**src/rtl/sync_fifo_pkg.sv**
```systemverilog
// Shared constants, transfer encoding and elaboration-time geometry check
// for the synchronous FIFO controller.
package sync_fifo_pkg;

  localparam int DEF_ADDR_WIDTH      = 4;
  localparam int DEF_RAM_DEPTH       = 16;
  localparam int DEF_ALMOST_FULL_TH  = 14;
  localparam int DEF_ALMOST_EMPTY_TH = 2;

  typedef enum logic [1:0] {
    XFER_NONE  = 2'b00,
    XFER_READ  = 2'b01,
    XFER_WRITE = 2'b10,
    XFER_BOTH  = 2'b11
  } xfer_e;

  function automatic bit depth_matches_width(input int depth, input int addr_width);
    return depth == (32'sd1 << addr_width);
  endfunction

endpackage

```
**src/rtl/sync_fifo_ctrl_if.sv**
```systemverilog
// Handshake bundle between the FIFO controller and its producer/consumer/RAM.
// almost_full/almost_empty exist only when SYNC_FIFO_ALMOST_EN is defined.
interface sync_fifo_ctrl_if #(
  parameter int ADDR_WIDTH = 4
);

  logic                  write_enable;
  logic                  read_enable;
  logic                  write_allow;
  logic                  read_allow;
  logic [ADDR_WIDTH-1:0] write_addr;
  logic [ADDR_WIDTH-1:0] read_addr;
  logic                  read_valid;
  logic                  fifo_full;
  logic                  fifo_empty;
  logic [ADDR_WIDTH:0]   fifo_count;
  logic                  overflow;
  logic                  underflow;
`ifdef SYNC_FIFO_ALMOST_EN
  logic                  almost_full;
  logic                  almost_empty;

  modport master (
    output write_enable, read_enable,
    input  write_allow, read_allow, write_addr, read_addr, read_valid,
    input  fifo_full, fifo_empty, fifo_count, overflow, underflow,
    input  almost_full, almost_empty
  );

  modport slave (
    input  write_enable, read_enable,
    output write_allow, read_allow, write_addr, read_addr, read_valid,
    output fifo_full, fifo_empty, fifo_count, overflow, underflow,
    output almost_full, almost_empty
  );
`else
  modport master (
    output write_enable, read_enable,
    input  write_allow, read_allow, write_addr, read_addr, read_valid,
    input  fifo_full, fifo_empty, fifo_count, overflow, underflow
  );

  modport slave (
    input  write_enable, read_enable,
    output write_allow, read_allow, write_addr, read_addr, read_valid,
    output fifo_full, fifo_empty, fifo_count, overflow, underflow
  );
`endif

endinterface

```
**src/rtl/sync_fifo_ptr.sv**
```systemverilog
// One wrapping (ADDR_WIDTH+1)-bit FIFO pointer; the MSB is the wrap bit.
module sync_fifo_ptr #(
  parameter int ADDR_WIDTH = 4
) (
  input  logic                clock,
  input  logic                reset_n,
  input  logic                inc_en_i,
  output logic [ADDR_WIDTH:0] ptr_o
);

  logic [ADDR_WIDTH:0] ptr_q;
  logic [ADDR_WIDTH:0] ptr_d;

  always_comb begin
    if (inc_en_i) begin
      ptr_d = ptr_q + {{ADDR_WIDTH{1'b0}}, 1'b1};
    end else begin
      ptr_d = ptr_q;
    end
  end

  always_ff @(posedge clock or negedge reset_n) begin
    if (!reset_n) begin
      ptr_q <= '0;
    end else begin
      ptr_q <= ptr_d;
    end
  end

  assign ptr_o = ptr_q;

endmodule

```
**src/rtl/sync_fifo_ctrl.sv**
```systemverilog
// Synchronous FIFO control stage driving a dual-port RAM: strobes, addresses,
// occupancy flags and pulses. Optional threshold flags: SYNC_FIFO_ALMOST_EN.
module sync_fifo_ctrl
  import sync_fifo_pkg::*;
#(
  parameter int RAM_DEPTH       = DEF_RAM_DEPTH,
  parameter int ADDR_WIDTH      = DEF_ADDR_WIDTH,
  parameter int ALMOST_FULL_TH  = DEF_ALMOST_FULL_TH,
  parameter int ALMOST_EMPTY_TH = DEF_ALMOST_EMPTY_TH
) (
  input  logic             clock,
  input  logic             reset_n,
  sync_fifo_ctrl_if.slave  fifo
);

  generate
    if (!depth_matches_width(RAM_DEPTH, ADDR_WIDTH)) begin : g_bad_geometry
      $error("sync_fifo_ctrl: RAM_DEPTH must equal 2**ADDR_WIDTH");
    end
    if ((ALMOST_FULL_TH > RAM_DEPTH) || (ALMOST_EMPTY_TH > RAM_DEPTH)) begin : g_bad_threshold
      $error("sync_fifo_ctrl: almost thresholds must not exceed RAM_DEPTH");
    end
  endgenerate

  logic [ADDR_WIDTH:0] wr_ptr_s;
  logic [ADDR_WIDTH:0] rd_ptr_s;
  logic [ADDR_WIDTH:0] count_s;
  logic                full_s;
  logic                empty_s;
  logic                write_allow_s;
  logic                read_allow_s;

  logic read_valid_q, read_valid_d;
  logic overflow_q,   overflow_d;
  logic underflow_q,  underflow_d;

  sync_fifo_ptr #(.ADDR_WIDTH(ADDR_WIDTH)) u_wr_ptr (
    .clock    (clock),
    .reset_n  (reset_n),
    .inc_en_i (write_allow_s),
    .ptr_o    (wr_ptr_s)
  );

  sync_fifo_ptr #(.ADDR_WIDTH(ADDR_WIDTH)) u_rd_ptr (
    .clock    (clock),
    .reset_n  (reset_n),
    .inc_en_i (read_allow_s),
    .ptr_o    (rd_ptr_s)
  );

  // Flags come straight off the registered pointers so reset clears them with no edge.
  assign empty_s = (wr_ptr_s == rd_ptr_s);
  assign full_s  = (wr_ptr_s[ADDR_WIDTH] != rd_ptr_s[ADDR_WIDTH]) &&
                   (wr_ptr_s[ADDR_WIDTH-1:0] == rd_ptr_s[ADDR_WIDTH-1:0]);
  assign count_s = wr_ptr_s - rd_ptr_s;

  assign write_allow_s = fifo.write_enable & ~full_s;
  assign read_allow_s  = fifo.read_enable  & ~empty_s;

  always_comb begin
    read_valid_d = read_allow_s;
    overflow_d   = fifo.write_enable & full_s;
    underflow_d  = fifo.read_enable  & empty_s;
  end

  always_ff @(posedge clock or negedge reset_n) begin
    if (!reset_n) begin
      read_valid_q <= 1'b0;
      overflow_q   <= 1'b0;
      underflow_q  <= 1'b0;
    end else begin
      read_valid_q <= read_valid_d;
      overflow_q   <= overflow_d;
      underflow_q  <= underflow_d;
    end
  end

`ifdef SYNC_FIFO_ALMOST_EN
  localparam logic [ADDR_WIDTH:0] AF_TH_C = ALMOST_FULL_TH[ADDR_WIDTH:0];
  localparam logic [ADDR_WIDTH:0] AE_TH_C = ALMOST_EMPTY_TH[ADDR_WIDTH:0];

  xfer_e               xfer_s;
  logic [ADDR_WIDTH:0] count_d;
  logic                almost_full_q,  almost_full_d;
  logic                almost_empty_q, almost_empty_d;

  assign xfer_s = xfer_e'({write_allow_s, read_allow_s});

  // Thresholds are judged on the post-edge occupancy so they move with fifo_count.
  always_comb begin
    count_d = count_s;
    case (xfer_s)
      XFER_WRITE: count_d = count_s + {{ADDR_WIDTH{1'b0}}, 1'b1};
      XFER_READ:  count_d = count_s - {{ADDR_WIDTH{1'b0}}, 1'b1};
      XFER_BOTH:  count_d = count_s;
      XFER_NONE:  count_d = count_s;
      default:    count_d = count_s;
    endcase
    almost_full_d  = (count_d >= AF_TH_C);
    almost_empty_d = (count_d <= AE_TH_C);
  end

  always_ff @(posedge clock or negedge reset_n) begin
    if (!reset_n) begin
      almost_full_q  <= 1'b0;
      almost_empty_q <= 1'b1;
    end else begin
      almost_full_q  <= almost_full_d;
      almost_empty_q <= almost_empty_d;
    end
  end

  assign fifo.almost_full  = almost_full_q;
  assign fifo.almost_empty = almost_empty_q;
`endif

  assign fifo.write_allow = write_allow_s;
  assign fifo.read_allow  = read_allow_s;
  assign fifo.write_addr  = wr_ptr_s[ADDR_WIDTH-1:0];
  assign fifo.read_addr   = rd_ptr_s[ADDR_WIDTH-1:0];
  assign fifo.fifo_full   = full_s;
  assign fifo.fifo_empty  = empty_s;
  assign fifo.fifo_count  = count_s;
  assign fifo.read_valid  = read_valid_q;
  assign fifo.overflow    = overflow_q;
  assign fifo.underflow   = underflow_q;

endmodule

```
**src/flat_wrapper.sv**
```systemverilog
// flat-port wrapper written by rule: the top's interface ports become plain ports
module sync_fifo_ctrl_flat import sync_fifo_pkg::*;
#(
  parameter int RAM_DEPTH       = DEF_RAM_DEPTH,
  parameter int ADDR_WIDTH      = DEF_ADDR_WIDTH,
  parameter int ALMOST_FULL_TH  = DEF_ALMOST_FULL_TH,
  parameter int ALMOST_EMPTY_TH = DEF_ALMOST_EMPTY_TH
)
  (clock, reset_n, fifo_write_enable, fifo_read_enable, fifo_write_allow, fifo_read_allow, fifo_write_addr, fifo_read_addr, fifo_read_valid, fifo_fifo_full, fifo_fifo_empty, fifo_fifo_count, fifo_overflow, fifo_underflow);
  sync_fifo_ctrl_if #(.ADDR_WIDTH(ADDR_WIDTH)) fifo_i ();
  input  logic clock;
  input  logic reset_n;
  input wire logic [$bits(fifo_i.write_enable)-1:0] fifo_write_enable;
  input wire logic [$bits(fifo_i.read_enable)-1:0] fifo_read_enable;
  output wire logic [$bits(fifo_i.write_allow)-1:0] fifo_write_allow;
  output wire logic [$bits(fifo_i.read_allow)-1:0] fifo_read_allow;
  output wire logic [$bits(fifo_i.write_addr)-1:0] fifo_write_addr;
  output wire logic [$bits(fifo_i.read_addr)-1:0] fifo_read_addr;
  output wire logic [$bits(fifo_i.read_valid)-1:0] fifo_read_valid;
  output wire logic [$bits(fifo_i.fifo_full)-1:0] fifo_fifo_full;
  output wire logic [$bits(fifo_i.fifo_empty)-1:0] fifo_fifo_empty;
  output wire logic [$bits(fifo_i.fifo_count)-1:0] fifo_fifo_count;
  output wire logic [$bits(fifo_i.overflow)-1:0] fifo_overflow;
  output wire logic [$bits(fifo_i.underflow)-1:0] fifo_underflow;
  assign fifo_i.write_enable = fifo_write_enable;
  assign fifo_i.read_enable = fifo_read_enable;
  assign fifo_write_allow = fifo_i.write_allow;
  assign fifo_read_allow = fifo_i.read_allow;
  assign fifo_write_addr = fifo_i.write_addr;
  assign fifo_read_addr = fifo_i.read_addr;
  assign fifo_read_valid = fifo_i.read_valid;
  assign fifo_fifo_full = fifo_i.fifo_full;
  assign fifo_fifo_empty = fifo_i.fifo_empty;
  assign fifo_fifo_count = fifo_i.fifo_count;
  assign fifo_overflow = fifo_i.overflow;
  assign fifo_underflow = fifo_i.underflow;
  sync_fifo_ctrl #(.RAM_DEPTH(RAM_DEPTH), .ADDR_WIDTH(ADDR_WIDTH), .ALMOST_FULL_TH(ALMOST_FULL_TH), .ALMOST_EMPTY_TH(ALMOST_EMPTY_TH)) u_core (.clock(clock), .reset_n(reset_n), .fifo(fifo_i));
endmodule
```
**config.mk**
```make
export PLATFORM = sky130hd
export DESIGN_NAME = sync_fifo_ctrl_flat
export DESIGN_NICKNAME = d
export VERILOG_FILES = /design/src/rtl/sync_fifo_pkg.sv /design/src/rtl/sync_fifo_ctrl_if.sv /design/src/rtl/sync_fifo_ptr.sv /design/src/rtl/sync_fifo_ctrl.sv /design/src/flat_wrapper.sv
export SDC_FILE = /design/constraint.sdc
export NUM_CORES = 1
export LEC_CHECK = 0
export BUFFER_PORTS_ARGS = -buffer_cell sky130_fd_sc_hd__buf_2
export CAP_MARGIN = 10
export CORE_MARGIN = 8
export CORE_UTILIZATION = 40
export CTS_CLUSTER_SIZE = 12
export DETAILED_ROUTE_END_ITERATION = 10
export PLACE_DENSITY_LB_ADDON = 0.3
export SLEW_MARGIN = 20
export SYNTH_ARGS = -nofsm -noshare
export SYNTH_HDL_FRONTEND = slang
export SYNTH_SLANG_ARGS = --single-unit
```
**constraint.sdc**
```tcl
create_clock -name clock -period 3.89 [get_ports clock]
set_input_delay 0.1945 -clock clock [delete_from_list [all_inputs] [get_ports clock]]
set_output_delay 0.1945 -clock clock [all_outputs]
set_load 0.02 [all_outputs]
```
## Word level (Yosys, flattened, before mapping)

Cells that the tools add are included.

- Add/sub/neg operators: 3
- Equality and inequality tests: 3
- Bitwise logic cells: 6
- Reductions and logical operators: 1

Operator list:

| kind | count |
|---|---|
| adder 5 x 1 -> 5 bit, second input constant | 2 |
| equality test 5 bit | 1 |
| subtractor 5 bit | 1 |
| bitwise AND 1 bit | 4 |
| equality test 4 bit | 1 |
| NOT 1 bit | 2 |
| logical AND 1 bit | 1 |
| != test 1 bit | 1 |

- Register bits after elaboration: 13
- Input port bits: 4
- Output and inout bits: 20

## Depth between registers and ports, before layout

Gate-level depths: netlist of the first run.

- Depth after elaboration: 4
- Depth in mapped cells: 7
- Depth with buffers taken out: 7

## Cells and area by module

From an unflattened synthesis of the first run, not the netlist that was laid out.

- Cells, all modules: 59
- Area, all modules: 690.7 um^2

By module, submodules not included:

| module | times used | cells an instance | area an instance (um^2) | seq. area each (um^2) |
|---|---|---|---|---|
| sync_fifo_ptr | 2 | 14 | 200.2 | 125.1 |
| sync_fifo_ctrl | 1 | 31 | 290.3 | 75.1 |

## Worst setup path before layout of the first run

No wires, ideal clock.

- Path kind: flip-flop to output port
- Start: register u_core.u_wr_ptr.ptr_q[0] (netlist: u_core.u_wr_ptr.ptr_o[0])
- End: output fifo_fifo_count[4]
- Data arrival time: 1596 ps
- Data required time: 3695 ps
- Slack: 2099 ps
- Cell stages (with the launch flop): 8
- Path buffers: 0
- Path through: dfrtp_1 inv_1 ha_1 inv_1 fa_1 a21o_1 a21oi_1 xnor2_1

- Cells in the longest elaborated chain, start to end: 1

Ends and longest elaborated chain:

| element | RTL line | RTL |
|---|---|---|
| start: declaration | sync_fifo_ptr.sv:11 | `logic [ADDR_WIDTH:0] ptr_q;` |
| start signal: assignment | sync_fifo_ptr.sv:26 | `ptr_q <= ptr_d;` |
| subtractor 5 bit | sync_fifo_ctrl.sv:55 | `assign count_s = wr_ptr_s - rd_ptr_s;` |
| end: declaration | flat_wrapper.sv:22 | `output wire logic [$bits(fifo_i.fifo_count)-1:0] fifo_fifo_count;` |

Every way passes these cells.

## Worst setup path after layout of the first run

Same ends and word-level chain as after synthesis.

==> results of run 1 <==
[registers in the layout, summed over array words and instances (netlist names)]
| register | count |
|---|---|
| u_core.fifo.overflow | 1 |
| u_core.fifo.underflow | 1 |
| u_core.fifo.read_valid | 1 |
| u_core.u_wr_ptr.ptr_o | 5 |
| u_core.u_rd_ptr.ptr_o | 5 |
[through the flow]
stage	hold slack, ps	worst slack (ps)
2_1_floorplan	-101	2100
4_1_cts	139	1660
5_1_grt	136	1580
3_3_place_gp	97.5	1980
3_5_place_dp	105	1970
6_report	150	1680
[layout make-up]
class	instances	share of cell area (%)
clock buffer	4	2.89
timing repair buffer	24	13.8
tap	27	3.71
sequential	13	35.8
multi-input combinational	43	40.2
inverter	9	3.71
[routing by layer]
| metal | GRT usage, % | vias to the layer above |
|---|---|---|
| met4 | 8.16 | 0 |
| met5 | 0 | - |
| li1 | - | 265 |
| met2 | 15.1 | 13 |
| met1 | 9.26 | 242 |
| met3 | 1.29 | 4 |
[worst max path at each step]
stage / start / to / cells past startpoint
after detailed placement: u_core.u_wr_ptr.ptr_o[0] / fifo_fifo_count[4] / 8
after floorplan: u_core.u_wr_ptr.ptr_o[0] / fifo_fifo_count[4] / 7
after global routing: u_core.u_wr_ptr.ptr_o[0] / fifo_fifo_count[4] / 8
final: u_core.u_wr_ptr.ptr_o[0] / fifo_fifo_count[4] / 8
after global placement: u_core.u_wr_ptr.ptr_o[0] / fifo_fifo_count[4] / 8
after CTS: u_core.u_wr_ptr.ptr_o[0] / fifo_fifo_count[4] / 8
[worst reg2reg max path: stages (launching register included)]
cell	delay, ps
dfrtp_1	380
inv_1	100
ha_1	380
nand4_2	200
o21ai_2	330
mux2_2	370
[cells by family (layout without fill, tap and decap cells)]
family	count (synthesis)	in the layout	share of synthesized area (%)
adders and majority gates	7	7	12.1
AOI/OAI and AO/OA	6	6	5.42
xor gates and xnor gates	13	13	14.5
buffers and inverters	17	37	12.0
and+or+nand+nor	15	15	11.6
muxes	2	2	2.87
DFF	13	13	41.5
[placed cells by master, fill, tap and decap left out]
cell type and n:
dfrtp_1 13, nand3_1 2, and2_2 1, o21ai_2 2
nor4_2 1, mux2_2 2, xor2_1 6, clkbuf_1 1
nor2_2 1, fa_1 1, nor2_1 5, buf_2 23
ha_1 6, xnor2_1 7, and2_1 1, inv_1 9
nor3_2 1, a21oi_1 2, nand2_1 2, clkbuf_4 3
nand4_2 1, a21o_1 2, dlygate4sd3_1 1
[repair_timing]
action / in CTS / in global routing
buffers inserted: 0 / 0
setup endpoints to repair: 0 / 0
hold buffers: 1 / 0
hold endpoints to repair: 13 / 0
==> results.md, run 1 <==
* Outcome: finished, final reports clean
* CP max FO at 5
* Crit. End Element: output pin
* Core Area at about 0.0019 sq mm
* Pre-Repair DR Iteration Count at 3
* Clock skew at ~3 ps
* Via density at roughly 4.4
* Die area at about 0.0036 sq mm
* Dpl cell area at approximately 870 sq um
* Syn nets at 84
* Most used cell, CP: inv_1
* Die Wd at between 60 and 70 microns
* Gr ovfl total at 0
* Non-Filler Instances at 120
* First-pass GRT wire length at approximately 2.4 mm
* Storage cell area at roughly 330 sq um
* Max clock buf depth at 2
* Cell row count at 16
* Maxcap violations at 0
* Htree depth at 1
* Syn. warnings at 0
* Synth Flop Type: dfrtp_1
* Met2 Routed Length at 712 microns
* Worst r2r src: u_core.u_rd_ptr.ptr_o[2]
* Cts repair resizes at 0
* CP peak stage delay at roughly 440 ps
* Routed WL per cell at 12.4 microns
* Hold Crit Endpoint: u_core.fifo.underflow
* Syn Std Cell Area at 785 sq um
* Unrepaired setup endpoints after global routing: no
* Critical R2R Capture: u_core.u_rd_ptr.ptr_o[1]
* Nets at 105
* Area of the multi-input gates at about 370 sq um
* Critical path class: reg -> out
* Area Overhead vs Synth at 15.9%
* R2R depth at 5
* Slowest-stage cell, CP: dfrtp_1
* Slew margin rel. at ~73%
* Hold path start: fifo_read_enable
* CTS tree: done
* Post-synth cell types at 20
* Cells on Worst Hold Path at 2
* Initial Utilization at 41.2%
* Synth top cells by count: 13 x dfrtp_1, 9 x inv_1, 8 x buf_4
* Count leader, synth: dfrtp_1
* Post-route design area at around 900 sq um
* Routability congestion estimate at around 0.77
* Hold WC Path Type: in -> reg
* Final Max Slew Viols at 0
* Highest routed layer: met4
* Arr. time, crit path at between 2000 and 2500 ps
* Crit-path leading delay family: adder cells
* Sink Count at 13
* Post-route setup TNS at 0 ps
* Vias in the first global route at 543
* WL met1 at between 600 and 700 microns
* Final Setup Violations at 0
* Crit start category: flip-flop
* Yosys reg bits at 13
* Largest net degree at the start of global routing at 14
* Initial antenna violation count at 0
* FF-to-FF setup slack at ~2000 ps
* EDFF count, synth at 0
* Synth area leader: dfrtp_1
* Routed WL at approximately 1.5 mm
* Number of port buffers at 23
* DRC Markers at 0
* Placed Cells at ~120
* Avg Cell Area, Syn at roughly 11 sq um
* Post-DP HPWL at 1.17 mm
* DIE HEIGHT at between 60 and 70 microns
* Hold Fails Final Rpt at 0
* Starting DRT DRC Count at 5
* Worst slew pin tran at a little over 400 ps
* Gr usage total at under 10%
* Worst Path Buf+Inv at 3
* Fin crit share at around 57%
* Clk Latency, worst-skew pair at between 200 and 300 ps
* Cts bufs inserted at 3
* Via count at 524
* Share of layout cells above drive strength 1 at around 38%
* Part of the Yosys area used for sequential elements at roughly two fifths
* Met3 WL at roughly 97 microns
* Synth async-reset ratio at 100%
* Antenna viol nets, final at 0
* Filler cells at 190
* Reg clk slew, reported paths at 80 ps
* Antenna diodes at 0
* Max frequency at 453 MHz
* Worst Path Required at 3700 ps
* Core Util, Final at about 48%
* Root buffer cell: clkbuf_4
* Top post-synthesis cells by area: dfrtp_1 41%, ha_1 9.6%, xnor2_1 7.8%
* Io pins at 24
* Share of the synthesized area in the top cell type at between 40% and 50%
* Cell Chain, Critical Path: inv_1 > ha_1 > inv_1 > fa_1 > a21o_1 > a21oi_1 > xnor2_1 > buf_2
* Post-Syn Instances at between 70 and 80
* Final min period at between 2000 and 2500 ps
Power of run 1 is left out: the tool's default activity adds up to more than one toggle a clock period on the data nets, which glitch-free logic cannot reach.
==> run 2, diff against run 1 <==
- ABC_AREA: default -> 1
- clock period: 3.89 -> 2.1 ns (I/O delays scaled with it)
==> results.md, run 2 <==
* Hold WC Path Type: in -> reg
* EDFF count, synth at 0 (unchanged)
* Most common cell after layout, fill and taps aside: nand2_1
* Worst slew pin tran at 289 ps (-113 ps)
* Worst r2r src: u_core.u_rd_ptr.ptr_o[2]
* Hold Fails Final Rpt at 0 (unchanged)
* Final min period at between 1500 and 2000 ps
* Htree depth at 1 (unchanged)
* Via density at 4.68 (+7.1%)
* Synth async-reset ratio at 100% (unchanged)
* Yosys reg bits at 13 (unchanged)
* Die area at 0.00405 sq mm (+11%)
* Final Max Slew Viols at 0 (unchanged)
* Max frequency at slightly above 500 MHz
* Io pins at 24 (unchanged)
* Cts repair resizes at 0 (unchanged)
* Dpl cell area at 992 sq um (+14%)
* Sink Count at 13 (unchanged)
* Synth Flop Type: dfrtp_1
* Arr. time, crit path at 1870 ps (-140 ps)
* Die Wd at 63.6 microns (+5.5%)
* Max clock buf depth at 2 (unchanged)
* Cts bufs inserted at 3 (unchanged)
* Share of the synthesized area in the top cell type at 35.9% (-5.6 points)
* Crit. End Element: output pin
* Routed WL per cell at 11.6 microns (-6.2%)
* Pre-Repair DR Iteration Count at 4 (+1)
* Routability congestion estimate at 0.742 (-4.1%)
* Post-route setup TNS at 0 ps (unchanged)
* Most frequent cells in the layout: 35 x nand2_1, 23 x buf_2, 14 x nand3_1
* Core Area at 0.00217 sq mm (+14%)
* Gr usage total at 9.45% (+0.51 points)
* Post-DP HPWL at 1.53 mm (+31%)
* Final Setup Violations at 0 (unchanged)
* Cell row count at 17 (+1)
* Initial Utilization at 41.8% (+0.56 points)
* Via count at 753 (+44%)
* Clock skew at 4.84 ps (+1.76 ps)
* Post-Syn Instances at 114 (+56%)
* Post-synth cell types at 17 (-15%)
* Unrepaired setup endpoints after global routing: no
* Setup bufs post-CTS at 0 (unchanged)
* Crit start category: flip-flop
* Root buffer cell: clkbuf_4
* Maxcap violations at 0 (unchanged)
* Outcome: finished, final reports clean
* First-pass GRT wire length at 3.02 mm (+26%)
* Cells on Worst Hold Path at 3 (+1)
* DIE HEIGHT at 63.6 microns (+5.5%)
* Count leader, synth: nand2_1
* CP startpoint: u_core.u_rd_ptr.ptr_o[2]
* Antenna viol nets, final at 0 (unchanged)
* Worst Path Required at 2000 ps (-1700 ps)
* Starting DRT DRC Count at 23 (+18)
* Nets at 145 (+38%)
* Part of the Yosys area used for sequential elements at 35.9% (-5.6 points)
* Number of port buffers at 23 (unchanged)
* Syn. warnings at 0 (unchanged)
* Fin crit share at approximately 94%
* Routed WL at 1.87 mm (+26%)
* CTS tree: done
* Clk Latency, worst-skew pair at 280 ps (about the same)
* Gr ovfl total at 0 (unchanged)
* Slew margin rel. at 80.7% (+7.7 points)
* Critical R2R Capture: u_core.u_rd_ptr.ptr_o[4]
* Share of layout cells above drive strength 1 at 25.6% (-12 points)
* Area Overhead vs Synth at 13.4%
* Syn Std Cell Area at 907 sq um (+16%)
* FF-to-FF setup slack at 520 ps (-1500 ps)
* Largest net degree at the start of global routing at 14 (unchanged)
* Vias in the first global route at 701 (+29%)
* Antenna diodes at 0 (unchanged)
* CP max FO at 8 (+3)
* R2R depth at 8 (+3)
* Synth top cells by count: 35 x nand2_1, 14 x nand3_1, 13 x dfrtp_1, 13 x inv_1, 8 x buf_4
* DRC Markers at 0 (unchanged)
* Capture point of the critical path: fifo_read_allow
* Initial antenna violation count at 0 (unchanged)
* Reg clk slew, reported paths at 80 ps (about the same)
* Syn nets at 125 (+49%)
* Synth area leader: dfrtp_1
* Top post-synthesis cells by area: dfrtp_1 36%, nand2_1 14%, ha_1 8.3%
* Post-route design area at 0.00103 sq mm (+13%)
* Avg Cell Area, Syn at 7.96 sq um (-26%)
* Critical path class: reg -> out
[run 2: cell count changes after synthesis, sizes merged, moves of 2 or more]
| cell | previous run | this run |
|---|---|---|
| mux2 | 2 | 0 |
| and2 | 2 | 0 |
| inv | 9 | 14 |
| a21o | 2 | 0 |
| nand4 | 1 | 3 |
| nand3 | 2 | 14 |
| nand3b | 0 | 2 |
| nand2 | 2 | 41 |
| o21ai | 2 | 0 |
| xnor2 | 7 | 0 |
| nor2 | 6 | 4 |
[run 2: area by class of cell]
| cell class | count | area, sq um |
|---|---|---|
| Clock buffer | 4 | 26.3 |
| Tap cell | 28 | 35.0 |
| Sequential cell | 13 | 325 |
| Timing Repair Buffer | 24 | 125 |
| Multi-Input combinational cell | 78 | 464 |
| Inverter | 14 | 52.6 |
| Fill cell | 236 | 1140 |
[run 2: timing repair]
item                                    CTS  global route
hold endpoints to repair                 13             0
endpoints found under the setup margin    0             0
hold buffers                              1             0
[run 2: cells by family after synthesis]
logic type      after synthesis  share of synthesized area (%)
flops                        13                           35.9
compound gates                2                           1.10
buf+inv                      23                           13.0
fa+ha+maj                     7                           10.5
simple gates                 64                           34.8
xor+xnor                      5                           4.83
[run 2: metrics by stage]
step	instances	setup slack [ps]	hold WS [ps]	util, %
floorplan	114	475	-191	-
global placement	156	470	3.85	45.7
detailed placement	156	424	6.91	45.7
CTS	161	112	105	47.4
global route	161	7.94	120	47.4
finish	161	129	114	47.4
[run 2: how the worst min path moves through the flow]
stage / start / end / slack (ps)
floorplan: reset_n / u_core.fifo.overflow / -190
global placement: reset_n / u_core.fifo.read_valid / 4
detailed placement: reset_n / u_core.fifo.underflow / 7
CTS: fifo_read_enable / u_core.fifo.underflow / 100
global route: fifo_read_enable / u_core.fifo.underflow / 120
finish: fifo_read_enable / u_core.fifo.underflow / 110
[run 2: critical path, cell delays in order (launching register included)]
cell and delay, ps:
dfrtp_1 490, inv_1 70, ha_1 380, nand2_2 90, nor2_4 170, nand2_4 110, nand2_4 100, inv_2 40
buf_2 150
[run 2: metal layers]
metal	wire length (microns)	up-vias	track usage, %
met5	0	-	0
met1	821	342	10.1
met4	45	0	6.69
met3	99	5	2.83
li1	-	392	-
met2	904	14	15.5
Power of run 2 is left out for the same reason.
